--- config.mk ---
export PLATFORM = sky130hd
export DESIGN_NAME = score_display_ctrl_flat
export DESIGN_NICKNAME = d
export VERILOG_FILES = /design/src/rtl/score_display_ctrl_if.sv /design/src/rtl/score_display_ctrl.sv /design/src/flat_wrapper.sv
export SDC_FILE = /design/constraint.sdc
export NUM_CORES = 1
export LEC_CHECK = 0
export ABC_AREA = 0
export CELL_PAD_IN_SITES_DETAIL_PLACEMENT = 1
export CELL_PAD_IN_SITES_GLOBAL_PLACEMENT = 1
export CORE_MARGIN = 4
export CORE_UTILIZATION = 40
export CTS_CLUSTER_SIZE = 12
export DETAILED_ROUTE_END_ITERATION = 10
export GPL_TIMING_DRIVEN = 0
export PLACE_DENSITY = 0.88
export REMOVE_ABC_BUFFERS = 1
export SLEW_MARGIN = 10
export SYNTH_ARGS = -nofsm -noshare
export SYNTH_HDL_FRONTEND = slang
export SYNTH_SLANG_ARGS = --single-unit
--- constraint.sdc ---
create_clock -name clk -period 3.53 [get_ports clk]
set_clock_uncertainty 0.05 [all_clocks]
set_input_delay 0.706 -clock clk [delete_from_list [all_inputs] [get_ports clk]]
set_output_delay 0.706 -clock clk [all_outputs]
set_load 0.005 [all_outputs]
--- src/rtl/score_display_ctrl_if.sv ---
// Request channel of score_display_ctrl: two producers offering signed 16-bit
// scores through a valid/ready handshake.
interface score_display_ctrl_if;
    logic [1:0]  req_valid;
    logic [31:0] req_value;
    logic [1:0]  req_ready;

    modport master (output req_valid, output req_value, input req_ready);
    modport slave  (input req_valid, input req_value, output req_ready);
endinterface

--- src/rtl/score_display_ctrl.sv ---
// Seven-segment score scheduler: round-robin accept, shift-add-3 BCD conversion, hold time.
// Optional macro DISP_LEADING_BLANK_EN blanks leading-zero digits with code 4'hB.
module score_display_ctrl #(
    parameter int unsigned HOLD_CYCLES = 10_000_000,
    parameter int unsigned HOLD_W      = 24
) (
    input  logic                 clk,
    input  logic                 rst,
    score_display_ctrl_if.slave  req,
    output logic                 busy,
    output logic [23:0]          digits,
    output logic                 neg,
    output logic                 disp_valid,
    output logic                 update
);

    localparam logic [1:0] ST_IDLE    = 2'd0;
    localparam logic [1:0] ST_CONVERT = 2'd1;
    localparam logic [1:0] ST_HOLD    = 2'd2;

    logic [1:0]        state;
    logic              last_grant;
    logic              sign;
    logic [15:0]       mag;
    logic [19:0]       bcd;
    logic [3:0]        bit_cnt;
    logic [HOLD_W-1:0] hold_cnt;

    logic [1:0]  grant;
    logic [15:0] sel_value;
    logic [15:0] sel_mag;
    logic [19:0] bcd_adj;
    logic [35:0] shifted;
    logic [19:0] bcd_next;
    logic [15:0] mag_next;
    logic [23:0] disp_next;

    // Arbitration: only in IDLE, and on a tie the requester that did not win last time.
    always_comb begin
        // NOTE: every always_comb output gets a default first so no path infers a latch.
        grant = 2'b00;
        if (!rst && state == ST_IDLE) begin
            case (req.req_valid)
                2'b01:   grant = 2'b01;
                2'b10:   grant = 2'b10;
                2'b11:   grant = last_grant ? 2'b01 : 2'b10;
                default: grant = 2'b00;
            endcase
        end
    end

    assign req.req_ready = grant;
    assign busy          = (state != ST_IDLE);

    // Two's-complement magnitude; -32768 maps to 16'h8000 read as unsigned 32768.
    assign sel_value = grant[1] ? req.req_value[31:16] : req.req_value[15:0];
    assign sel_mag   = sel_value[15] ? (~sel_value + 16'd1) : sel_value;

    // One double-dabble step: correct each nibble >= 5, then shift the whole register.
    always_comb begin
        bcd_adj = bcd;
        for (int i = 0; i < 5; i++) begin
            if (bcd[4*i +: 4] >= 4'd5) begin
                bcd_adj[4*i +: 4] = bcd[4*i +: 4] + 4'd3;
            end
        end
        shifted  = {bcd_adj, mag} << 1;
        bcd_next = shifted[35:16];
        mag_next = shifted[15:0];
    end

`ifdef DISP_LEADING_BLANK_EN
    logic leading;

    // Blank from the top digit down until the first nonzero; the ones digit always shows.
    always_comb begin
        disp_next = {4'h0, bcd_next};
        leading   = 1'b1;
        for (int i = 5; i >= 1; i--) begin
            if (leading && disp_next[4*i +: 4] == 4'h0) begin
                disp_next[4*i +: 4] = 4'hB;
            end else begin
                leading = 1'b0;
            end
        end
    end
`else
    assign disp_next = {4'h0, bcd_next};
`endif

    always_ff @(posedge clk) begin
        // NOTE: sequential state uses non-blocking assignments so all registers update together.
        if (rst) begin
            state      <= ST_IDLE;
            last_grant <= 1'b1;
            sign       <= 1'b0;
            mag        <= '0;
            bcd        <= '0;
            bit_cnt    <= '0;
            hold_cnt   <= '0;
            digits     <= '0;
            neg        <= 1'b0;
            disp_valid <= 1'b0;
            update     <= 1'b0;
        end else begin
            update <= 1'b0;
            case (state)
                ST_IDLE: begin
                    if (grant != 2'b00) begin
                        sign       <= sel_value[15];
                        mag        <= sel_mag;
                        bcd        <= '0;
                        bit_cnt    <= '0;
                        last_grant <= grant[1];
                        state      <= ST_CONVERT;
                    end
                end
                ST_CONVERT: begin
                    bcd     <= bcd_next;
                    mag     <= mag_next;
                    bit_cnt <= bit_cnt + 4'd1;
                    if (bit_cnt == 4'd15) begin
                        digits     <= disp_next;
                        neg        <= sign & (bcd_next != 20'd0);
                        update     <= 1'b1;
                        disp_valid <= 1'b1;
                        state      <= ST_HOLD;
                    end
                end
                ST_HOLD: begin
                    if (hold_cnt == HOLD_W'(HOLD_CYCLES - 1)) begin
                        hold_cnt <= '0;
                        state    <= ST_IDLE;
                    end else begin
                        hold_cnt <= hold_cnt + HOLD_W'(1);
                    end
                end
                default: state <= ST_IDLE;
            endcase
        end
    end

endmodule

--- src/flat_wrapper.sv ---
// flat-port wrapper written by rule: the top's interface ports become plain ports
module score_display_ctrl_flat 
#(
    parameter int unsigned HOLD_CYCLES = 10_000_000,
    parameter int unsigned HOLD_W      = 24
)
  (clk, rst, busy, digits, neg, disp_valid, update, req_req_valid, req_req_value, req_req_ready);
  score_display_ctrl_if req_i ();
  input  logic clk;
  input  logic rst;
  output logic busy;
  output logic [23:0] digits;
  output logic neg;
  output logic disp_valid;
  output logic update;
  input wire logic [$bits(req_i.req_valid)-1:0] req_req_valid;
  input wire logic [$bits(req_i.req_value)-1:0] req_req_value;
  output wire logic [$bits(req_i.req_ready)-1:0] req_req_ready;
  assign req_i.req_valid = req_req_valid;
  assign req_i.req_value = req_req_value;
  assign req_req_ready = req_i.req_ready;
  score_display_ctrl #(.HOLD_CYCLES(HOLD_CYCLES), .HOLD_W(HOLD_W)) u_core (.clk(clk), .rst(rst), .req(req_i), .busy(busy), .digits(digits), .neg(neg), .disp_valid(disp_valid), .update(update));
endmodule
After elaboration in Yosys (flattened, before gate mapping). Index checks and enable logic that the tools add are counted. W data, S select, Z words.

Bitwise gates (word level): 3. Reduce and logical (&&, ||, !) cells: 12. Mux-type cells: 22. Div/mod/pow operators: 0. $add $sub $neg: 8. Shift operators: 0. Order comparisons: 5. Multipliers: 0. Equal/unequal tests: 10.

Operator list (count): $mux W16 (3); $pmux W20 S2 (1); $pmux W16 S2 (1); $add A24 B1 Y24 const B (1); $eq A24 B24 Y1 const B (1); $mux W24 (1); $ge A4 B3 Y1 const B (5); $mux W20 (1); $mux W4 (5); $reduce_bool A20 Y1 (1); $add A16 B1 Y16 const B (1); $add A4 B2 Y4 const B (4); $not A16 Y16 (1); $pmux W2 S3 (2); $mux W2 (5); $pmux W4 S2 (1); $eq A2 B2 Y1 const B (3); $reduce_and A2 Y1 (3); $reduce_bool A2 Y1 (3); $add A4 B1 Y4 const B (1); $eq A2 B1 Y1 const B (2); $eq A4 B4 Y1 const B (1); $ne A2 B1 Y1 const B (2); $add A3 B2 Y3 const B (1); other kinds (10) (10).

Word-level logic and storage cells: 71. RAM bits: 0. Register bits: 91. Memories: 0. Output and inout port bits: 30. Memory bits (read-only): 0. Input port bits: 36. Latch bits: 0.

Logic depth before layout (Yosys ltp). Gate-level depths: netlist of the first run.

Word-level depth: 9. Depth in mapped cells: 10. Depth with buffers taken out: 9.

Worst setup path before layout of the first run. Ideal clock, no wire load.

Path type: input port to flip-flop. Start: input rst. End: register u_core.mag[14]. Slack: 0.300 ns. Data required time: 3.358 ns. Arrival time: 3.058 ns. Library setup time: 0.122 ns. Buffers on the path: 1. Stages: 10. Cells stage by stage: nor3_1 > nand2_2 > buf_1 > mux2i_1 > ha_1 > inv_1 > or3_1 > a2bb2oi_1 > mux2i_1 > a311o_1.

Word-level cells in the longest chain between the ends: 9. Elaborated cells on any way between the ends: 12. Those cells by class: add/sub: 1; eq/ne: 1; mux: 5; bitwise: 1; reduce/logical: 4.

Ends and longest elaborated chain: from (decl) (RTL line flat_wrapper.sv:10) `input logic rst;`; $logic_not A1 Y1 (RTL line score_display_ctrl.sv:42) `if (!rst && state == ST_IDLE) begin`; $logic_and A1 B1 Y1 (RTL line score_display_ctrl.sv:42); $mux W2 (RTL line score_display_ctrl.sv:42); $mux W16 (RTL line score_display_ctrl.sv:56) `assign sel_value = grant[1] ? req.req_value[31:16] : req.req_value[15:0];`; $not A16 Y16 (RTL line score_display_ctrl.sv:57) `assign sel_mag = sel_value[15] ? (~sel_value + 16'd1) : sel_value;`; $add A16 B1 Y16 (RTL line score_display_ctrl.sv:57); $mux W16 (RTL line score_display_ctrl.sv:57); $mux W16 (RTL line score_display_ctrl.sv:109) `if (grant != 2'b00) begin`; $pmux W16 S2 (RTL line score_display_ctrl.sv:107) `case (state)`; to (signal assigned) (RTL line score_display_ctrl.sv:111) `mag <= sel_mag;`; to (signal assigned) (RTL line score_display_ctrl.sv:120) `mag <= mag_next;`; to (decl) (RTL line score_display_ctrl.sv:24) `logic [15:0] mag;`.

Parallel ways exist; a longest one is shown, timed or not. The select of a mux whose other input is x is not followed. A chain may end at the register's enable or synchronous reset.

Worst setup path after layout of the first run.
Start: input req_req_valid[1]. End: output req_req_ready[1].

Word-level cells in the longest chain between the ends: 3. Elaborated cells on any way between the ends: 5. Those cells by class: eq/ne: 3; mux: 2.

Ends and longest elaborated chain: from (decl) (RTL line flat_wrapper.sv:16) `input wire logic [$bits(req_i.req_valid)-1:0] req_req_valid;`; $eq A2 B2 Y1 / $eq A2 B1 Y1 (equally long branches) (RTL line score_display_ctrl.sv:43) `case (req.req_valid)`; $pmux W2 S3 (*) (RTL line score_display_ctrl.sv:43); $mux W2 (*) (RTL line score_display_ctrl.sv:42); to (decl) (RTL line flat_wrapper.sv:18) `output wire logic [$bits(req_i.req_ready)-1:0] req_req_ready;`.

Mark *: on every way between the ends. The rest lies on a longest branch, timed or not.

==> results by group, run 1 <==
Status
  – Run status: completed

GRT
  – Initial antenna violation count: 0
  – GR Util met1: 0.223
  – GRT Max-Usage Layer: met2
  – Met3 Use GR: 0.0411
  – Pin count of the biggest net entering global routing: 78
  – Global-route wire length before repair: 22.8 mm
  – M2 GR Usage: 0.352
  – Gr usage total: 0.194
  – GRT overflow: 0
  – Vias in the first global route: 4,927

Routing
  – Vias per inst: 5.74
  – DRC: 0
  – DRT iter0 DRCs: 222
  – Vias post-DR: 4,549
  – WL/cell: 17.3 um
  – DR pass1 iterations: 4
  – ANT nets after route: 0
  – Total Routed Length: 13.7 mm

Critical path
  – Crit. End Element: output port
  – Crit start category: input port
  – Critical Path RT: 2.77 ns
  – Critical path arrival: 2.64 ns
  – Worst-path maximum fanout: 25
  – Reg2reg path depth: 9
  – Critical path class: input port to output port

Final layout
  – Non-filler cells, final: 793
  – Fraction of layout cells with a size suffix above 1: 0.0650
  – Nets@finish: 690
  – Most frequent cells in the layout: dfxtp_1, nor2_1, clkdlybuf4s50_1, a21oi_1, nand2_1
  – Leading cell type in the layout, fill and taps excluded: dfxtp_1
  – Ant diodes: 0
  – Filler cells: 1,434
  – Area grow syn2layout: 21.8%
  – Final Instance Area: 5960 um^2
  – Area taken by flip-flops and latches: 1820 um^2
  – Multi-input logic area: 2950 um^2
  – Final core utilization: 0.497

STA
  – Total negative slack: 0 ns
  – Slew Viols, Final: 0
  – Min Tclk post-route: 3.40 ns
  – Period utilization: 0.963
  – Setup ws final: 0.129 ns
  – Setup violators final: 0
  – Final-report hold violation count: 0
  – Slew at the pin with the worst max-slew slack: 1.03 ns
  – RSZ-0062 raised after global routing: false
  – Highest clock rate: 294 MHz
  – Max-Slew Margin vs Limit: 0.295

Power and ir drop
  – LEAKAGE: 2.10 nW
  – Pwr dens: 410 nW/um^2
  – VDD IR max: 0.219 mV

Yosys
  – Post-synth ARST share: 0
  – Synthesized area per cell: 8.14 um^2
  – EDFF count, synth: 0
  – Main synth FF type: dfxtp_1
  – Cell Area, Synth: 4900 um^2
  – Unique masters post-synth: 60
  – Syn. warnings: 0
  – Synth Instances: 602
  – Sequential area share after synthesis: 0.372
  – #FFs+latches synth: 91

Clock tree
  – Post-CTS Hold Buffers: 0
  – CTS tree: built
  – Cts bufs inserted: 9
  – Clock Path Buffers: 2
  – Root Buffer: clkbuf_16
  – Clk_lat worst skew: 0.34 ns
  – Clock sinks: 91
  – CTS clk-pin slew, worst paths: 0.06 ns
  – H-Tree Depth: 3

Placement
  – DP Wirelength: 9.56 mm
  – PortBufs: 61
  – Placed cell count: 777
  – Worst slack, placed: -1.09 ns
  – GPL Wtd Cong: 0.908
  – Placed inst area: 5590 um^2

Floorplanning
  – FP Rows: 40
  – Starting density of the core: 0.408
  – Chip height: 119 um
  – Die X: 119 um
  – Top Ports: 66
  – Core ar.: 12,000 um^2
  – Die area: 14,100 um^2

Hold path
  – Hold Path Class: flip-flop to flip-flop
  – Min-Delay Path Depth: 2

Job
  – Max Cap Viol: 0
[final timing paths]
check | from | to | slack (ns)
worst max-delay path | req_req_valid[1] | req_req_ready[1] | 0.13
worst min-delay path | u_core.digits[5] | u_core.digits[5] | 0.41
worst max register to register | u_core.state[1] | u_core.mag[14] | 0.52
worst min register to register | u_core.digits[5] | u_core.digits[5] | 0.41
[repair_timing]
item                                    4_1_cts  5_1_grt
gates resized for setup                       5        5
buffers inserted                              0        0
endpoints found under the setup margin       15        3
gates cloned                                  0        0
[per-stage QoR]
stage | power, mW | hold slack, ns
6_report | 2.45 | 0.409
5_1_grt | 2.54 | 0.433
4_1_cts | 2.46 | 0.413
3_5_place_dp | 1.40 | 0.404
3_3_place_gp | 1.39 | 0.395
2_1_floorplan | 1.27 | 0.385
[cells by family (layout without fill, tap and decap cells)]
| kind of cell | after synthesis | in the layout | share of synthesized area |
|---|---|---|---|
| and+or+nand+nor | 248 | 248 | 0.257 |
| xor gates and xnor gates | 39 | 39 | 0.0697 |
| AOI/OAI and AO/OA | 134 | 134 | 0.173 |
| buffers and inverters | 52 | 93 | 0.0432 |
| adders and majority gates | 13 | 13 | 0.0332 |
| DFF | 91 | 91 | 0.372 |
| muxes | 24 | 24 | 0.0508 |
| other | 1 | 4 | 0.000766 |
[layout make-up]
cell class | instances | area share
repair buffers | 62 | 0.105
well taps | 147 | 0.0308
clock buffers | 12 | 0.0430
inverters | 15 | 0.00944
multi-input cells | 462 | 0.494
clock inverters | 4 | 0.0122
flip-flops and latches | 91 | 0.305
[report_power, final]
group	leakage [nW]	total (mW)	switching [mW]	internal, mW
clock network	0.159	1.05	0.396	0.658
registers	0.737	1.09	0.0247	1.06
logic	1.20	0.307	0.184	0.123
[flip-flops by register name, indices dropped and copies added (netlist names)]
name               flops
u_core.mag            16
u_core.disp_valid      1
u_core.last_grant      1
u_core.neg             1
u_core.sign            1
u_core.hold_cnt       24
u_core.bcd            20
u_core.bit_cnt         4
u_core.update          1
u_core.state           2
u_core.digits         20
[routing by layer]
| metal | wire [um] | share of wire | vias up |
|---|---|---|---|
| met3 | 559 | 0.041 | 17 |
| li1 | - | - | 2231 |
| met5 | 0 | 0 | - |
| met1 | 5910 | 0.43 | 2207 |
| met2 | 7050 | 0.51 | 94 |
| met4 | 176 | 0.013 | 0 |
[synth_stat cells, drive strengths merged, types with 11 or more instances]
| library cell | count | share of area |
|---|---|---|
| o21ai | 14 | 0.014 |
| a22oi | 13 | 0.020 |
| inv | 15 | 0.011 |
| xnor2 | 14 | 0.025 |
| nand3 | 30 | 0.031 |
| nor2 | 69 | 0.053 |
| clkbuf | 28 | 0.021 |
| nand4 | 13 | 0.017 |
| a211oi | 11 | 0.017 |
| dfxtp | 91 | 0.37 |
| ha | 13 | 0.033 |
| nand2 | 51 | 0.040 |
| a21oi | 55 | 0.056 |
| nor3 | 13 | 0.013 |
| xor2 | 25 | 0.045 |
| mux2i | 17 | 0.035 |
[worst max-delay path, stage by stage]
cell and delay [ns]:
clkdlybuf4s50_1 0.59, a21boi_4 0.35, nand2_8 0.19, inv_2 0.25, clkdlybuf4s50_1 0.55
(Power assumes the default switching activity.)
==> inputs of run 2 (changes only) <==
GPL_TIMING_DRIVEN = 1   (was 0)
==> run 2 against run 1 <==
Critical path type unchanged. Largest cell class unchanged. Hold slack got worse by 0.0038 ns. Via count rose by 2.1%. Die area did not move. Total power rose by 0.31%. Sequential share of layout area fell by 0.22 points. Worst setup slack improved by 0.038 ns. Count of clock-buffer cells in the layout fell by 2. Flip-flop and latch count did not move. Sequential power barely moved. Global-route usage rose by 1.2 points.
==> results by group, run 2 (same netlist as run 1, synthesis figures left out) <==
Status
  – Run status: completed

Critical path
  – Critical Path Source: req_req_valid[1]
  – Crit. End Element: output port
  – R2r startpoint: u_core.state[0]
  – Critical path class: input port to output port
  – Crit start category: input port
  – Worst-path maximum fanout: 11
  – Critical Path RT: 2.77 ns
  – Critical path arrival: 2.61 ns

Routing
  – Vias per inst: 5.74
  – DRC: 0
  – Vias post-DR: 4,643
  – Total Routed Length: 14.4 mm
  – ANT nets after route: 0
  – DR pass1 iterations: 4
  – WL/cell: 17.8 um
  – DRT iter0 DRCs: 251

STA
  – Slew at the pin with the worst max-slew slack: 1.01 ns
  – Slew Viols, Final: 0
  – Min Tclk post-route: 3.36 ns
  – RSZ-0062 raised after global routing: false
  – Setup ws final: 0.167 ns
  – Highest clock rate: 297 MHz
  – Final-report hold violation count: 0
  – Max-Slew Margin vs Limit: 0.321
  – Setup violators final: 0
  – Total negative slack: 0 ns
  – Period utilization: 0.953

Floorplanning
  – Die X: 119 um
  – Top Ports: 66
  – FP Rows: 40
  – Die area: 14,100 um^2
  – Core ar.: 12,000 um^2
  – Starting density of the core: 0.408
  – Chip height: 119 um

Clock tree
  – Clock sinks: 91
  – CTS clk-pin slew, worst paths: 0.06 ns
  – H-Tree Depth: 3
  – Clk_lat worst skew: 0.34 ns
  – Root Buffer: clkbuf_16
  – Number of setup buffers added after CTS: 0
  – Cts bufs inserted: 9
  – CTS tree: built
  – Cts repair resizes: 0
  – Post-CTS Hold Buffers: 0
  – Clock Path Buffers: 2

GRT
  – Vias in the first global route: 5,027
  – GRT overflow: 0
  – Pin count of the biggest net entering global routing: 77
  – Initial antenna violation count: 0
  – Global-route wire length before repair: 24.2 mm
  – Gr usage total: 0.206

Placement
  – GPL Wtd Cong: 0.872
  – PortBufs: 61
  – Worst slack, placed: 0.110 ns
  – DP Wirelength: 10.6 mm

Hold path
  – Worst hold start: u_core.digits[5]
  – Hold Path Class: flip-flop to flip-flop

Final layout
  – Ant diodes: 0
  – Final core utilization: 0.500
  – Max reg flops: 24
  – Nets@finish: 706
  – Area grow syn2layout: 22.7%
  – Filler cells: 1,433
  – Top reg by flops: u_core.hold_cnt
  – Fraction of layout cells with a size suffix above 1: 0.0801
  – Most frequent cells in the layout: dfxtp_1, nor2_1, clkdlybuf4s50_1, a21oi_1, nand2_1
  – Largest registers: u_core.hold_cnt x24, u_core.bcd x20, u_core.digits x20
  – Leading cell type in the layout, fill and taps excluded: dfxtp_1

Power and ir drop
  – Pwr Total: 2.45 mW
  – LEAKAGE: 2.17 nW
  – VDD IR max: 0.194 mV
  – Pwr dens: 408 nW/um^2

Job
  – Max Cap Viol: 0
## run 2: final timing paths
| path | end | slack (ns) | depth (start not counted) |
|---|---|---|---|
| max | req_req_ready[1] | 0.17 | 6 |
| min | u_core.digits[5] | 0.41 | 2 |
| max reg2reg | u_core.mag[14] | 0.90 | 9 |
| min reg2reg | u_core.digits[5] | 0.41 | 2 |
## run 2: through the flow
stage | hold WS (ns) | instance area, um^2 | std cells
after global placement | 0.393 | 5680 | 793
after CTS | 0.412 | 6010 | 809
final | 0.405 | 6010 | 809
after floorplan | 0.385 | 4750 | 568
after global routing | 0.448 | 6010 | 809
after detailed placement | 0.402 | 5680 | 793
## run 2: power by group
part | switching (mW) | internal [mW] | total, mW | leakage (nW)
Sequential | 0.0244 | 1.06 | 1.09 | 0.737
Combinational | 0.189 | 0.137 | 0.326 | 1.27
Clock | 0.403 | 0.639 | 1.04 | 0.155
Total | 0.617 | 1.84 | 2.45 | 2.17
## run 2: final cells by class
class | count | area [um^2] | share of cell area
Multi-Input combinational cell | 462 | 2890 | 0.480
Timing Repair Buffer | 78 | 733 | 0.122
Clock buffer | 10 | 239 | 0.0398
Inverter | 15 | 56.3 | 0.00937
Tap cell | 147 | 184 | 0.0306
Clock inverter | 6 | 88.8 | 0.0148
Sequential cell | 91 | 1820 | 0.303
## run 2: worst max-delay path, stage by stage
cell and delay (ns):
clkdlybuf4s50_1 0.49, a21boi_0 0.32, nand2_2 0.15, buf_4 0.22
inv_2 0.17, clkdlybuf4s50_1 0.54
## run 2: routing by layer
metal / share of wire / wire (um) / vias to the layer above / global-route usage
met5: 0 / 0 / - / 0
met4: 0.010 / 144 / 0 / 0.0623
met3: 0.037 / 539 / 15 / 0.0402
met2: 0.52 / 7520 / 97 / 0.382
met1: 0.43 / 6220 / 2263 / 0.238
li1: - / - / 2268 / -
==> inputs of run 3 (changes only) <==
PLACE_DENSITY = unset   (was 0.88)
PLACE_DENSITY_LB_ADDON = 0.1   (was unset)
clock period = 3.2 ns   (was 3.53 ns; I/O delays follow)
==> run 3 against run 2 <==
Final area up 0.94%. Count of clock-buffer cells in the layout down 1. First-iteration DRC count down 7.6%. Worst setup slack better by 0.0026 ns. Largest cell class unchanged.
==> results by group, run 3 (same netlist as run 1, synthesis figures left out) <==
Status
  – Run status: completed

Power and ir drop
  – Pwr dens: 432 nW/um^2
  – VDD IR max: 0.196 mV
  – LEAKAGE: 2.21 nW

Routing
  – ANT nets after route: 0
  – WL/cell: 17.3 um
  – Vias per inst: 5.63
  – Total Routed Length: 14.2 mm
  – DRT iter0 DRCs: 232
  – DRC: 0
  – DR pass1 iterations: 4
  – Vias post-DR: 4,624

Final layout
  – Final Instance Area: 6060 um^2
  – Fraction of layout cells with a size suffix above 1: 0.0964
  – Final core utilization: 0.505
  – Ant diodes: 0
  – Area grow syn2layout: 23.8%
  – Top reg by flops: u_core.hold_cnt
  – Largest registers: u_core.hold_cnt x24, u_core.bcd x20, u_core.digits x20
  – Non-filler cells, final: 821
  – Leading cell type in the layout, fill and taps excluded: dfxtp_1
  – Filler cells: 1,453
  – Max reg flops: 24
  – Most frequent cells in the layout: dfxtp_1, nor2_1, clkdlybuf4s50_1, a21oi_1, nand2_1
  – Nets@finish: 718

Floorplanning
  – Top Ports: 66
  – Core ar.: 12,000 um^2
  – Die area: 14,100 um^2
  – Die X: 119 um
  – Starting density of the core: 0.408
  – FP Rows: 40
  – Chip height: 119 um

GRT
  – Pin count of the biggest net entering global routing: 77
  – Gr usage total: 0.207
  – Initial antenna violation count: 0
  – Met3 Use GR: 0.0321
  – GR Util met1: 0.268
  – M2 GR Usage: 0.359
  – Global-route wire length before repair: 24.2 mm
  – GRT overflow: 0
  – Vias in the first global route: 4,842
  – GRT Max-Usage Layer: met2

Placement
  – Placed cell count: 805
  – DP Wirelength: 10.4 mm
  – GPL Wtd Cong: 0.925
  – PortBufs: 61
  – Placed inst area: 5770 um^2

Critical path
  – Worst path slowest cell: clkdlybuf4s50_1
  – Crit start category: input port
  – Crit. End Element: output port
  – CP Buf/Inv Count: 4
  – CP max stage delay: 0.51 ns
  – Worst-path maximum fanout: 14
  – Critical path class: input port to output port
  – Critical Path RT: 2.51 ns
  – CP most frequent cell: clkdlybuf4s50_1
  – CP Cell Sequence: clkdlybuf4s50_1 -> a21boi_1 -> nand2_2 -> buf_4 -> inv_2 -> clkdlybuf4s50_1
  – Largest delay share family, worst path: buffers and inverters
  – Critical path arrival: 2.34 ns

Clock tree
  – Clock sinks: 91
  – Clk_lat worst skew: 0.34 ns
  – H-Tree Depth: 3
  – Root Buffer: clkbuf_16
  – CTS tree: built
  – Post-CTS Hold Buffers: 0
  – CTS clk-pin slew, worst paths: 0.07 ns
  – Cts bufs inserted: 9
  – Clock Path Buffers: 2

Hold path
  – Hold Path Class: flip-flop to flip-flop

STA
  – Final-report hold violation count: 0
  – Highest clock rate: 330 MHz
  – Slew Viols, Final: 0
  – Minimum hold slack: 0.407 ns
  – RSZ-0062 raised after global routing: false
  – Max-Slew Margin vs Limit: 0.458
  – Slew at the pin with the worst max-slew slack: 0.813 ns
  – Period utilization: 0.947
  – Min Tclk post-route: 3.03 ns
  – Setup violators final: 0

Job
  – Max Cap Viol: 0
## run 3: changes by cell type in the layout (fill, tap and decap cells not counted), sizes merged
cell / before / now
bufinv: 2 / 1
buf: 18 / 30
clkbuf: 10 / 9
clkinv: 2 / 4
## run 3: power by group
group	total (mW)	internal, mW	switching (mW)
sequential	1.20	1.17	0.0260
combinational	0.367	0.157	0.210
clock	1.06	0.602	0.456
total	2.62	1.93	0.692
## run 3: metal layers
layer | vias up | share of wire
li1 | 2285 | -
met1 | 2240 | 0.47
met2 | 91 | 0.49
met3 | 8 | 0.036
met4 | 0 | 0.0086
met5 | - | 0
## run 3: timing repair
item | in CTS | in global routing
buffers inserted | 0 | 0
setup endpoints to repair | 0 | 1
resized for setup | 0 | 1
## run 3: worst reg2reg max path, stage by stage, from the launching register on
cell       delay, ns
dfxtp_1         0.37
nor3_1          0.30
nand2_2         0.14
mux2i_1         0.23
ha_1            0.21
inv_1           0.06
or3_1           0.38
a2bb2oi_1       0.22
mux2i_1         0.10
a311o_1         0.31
## run 3: stage by stage
step | total power, mW | worst slack (ns) | TNS (ns)
final | 2.62 | 0.170 | 0
after global placement | 1.58 | 0.00984 | 0
after global routing | 2.74 | 0.0622 | 0
after detailed placement | 1.59 | -0.0999 | -0.164
after floorplan | 1.40 | -0.00442 | -0.00442
after CTS | 2.65 | 0.0666 | 0
## run 3: area by class of cell
type                            count  area (um^2)  share of cell area
Timing Repair Buffer               90          823               0.136
Clock buffer                        9          225              0.0371
Sequential cell                    91         1820               0.300
Tap cell                          147          184              0.0303
Multi-Input combinational cell    462         2890               0.476
Clock inverter                      7         68.8              0.0113
Inverter                           15         56.3             0.00928
## run 3: final timing paths
path	from	to	slack (ns)	cells past startpoint
min reg2reg	u_core.digits[5]	u_core.digits[5]	0.41	2
max reg2reg	u_core.state[1]	u_core.mag[14]	0.71	9
max	req_req_valid[1]	req_req_ready[1]	0.17	6
min	u_core.digits[5]	u_core.digits[5]	0.41	2
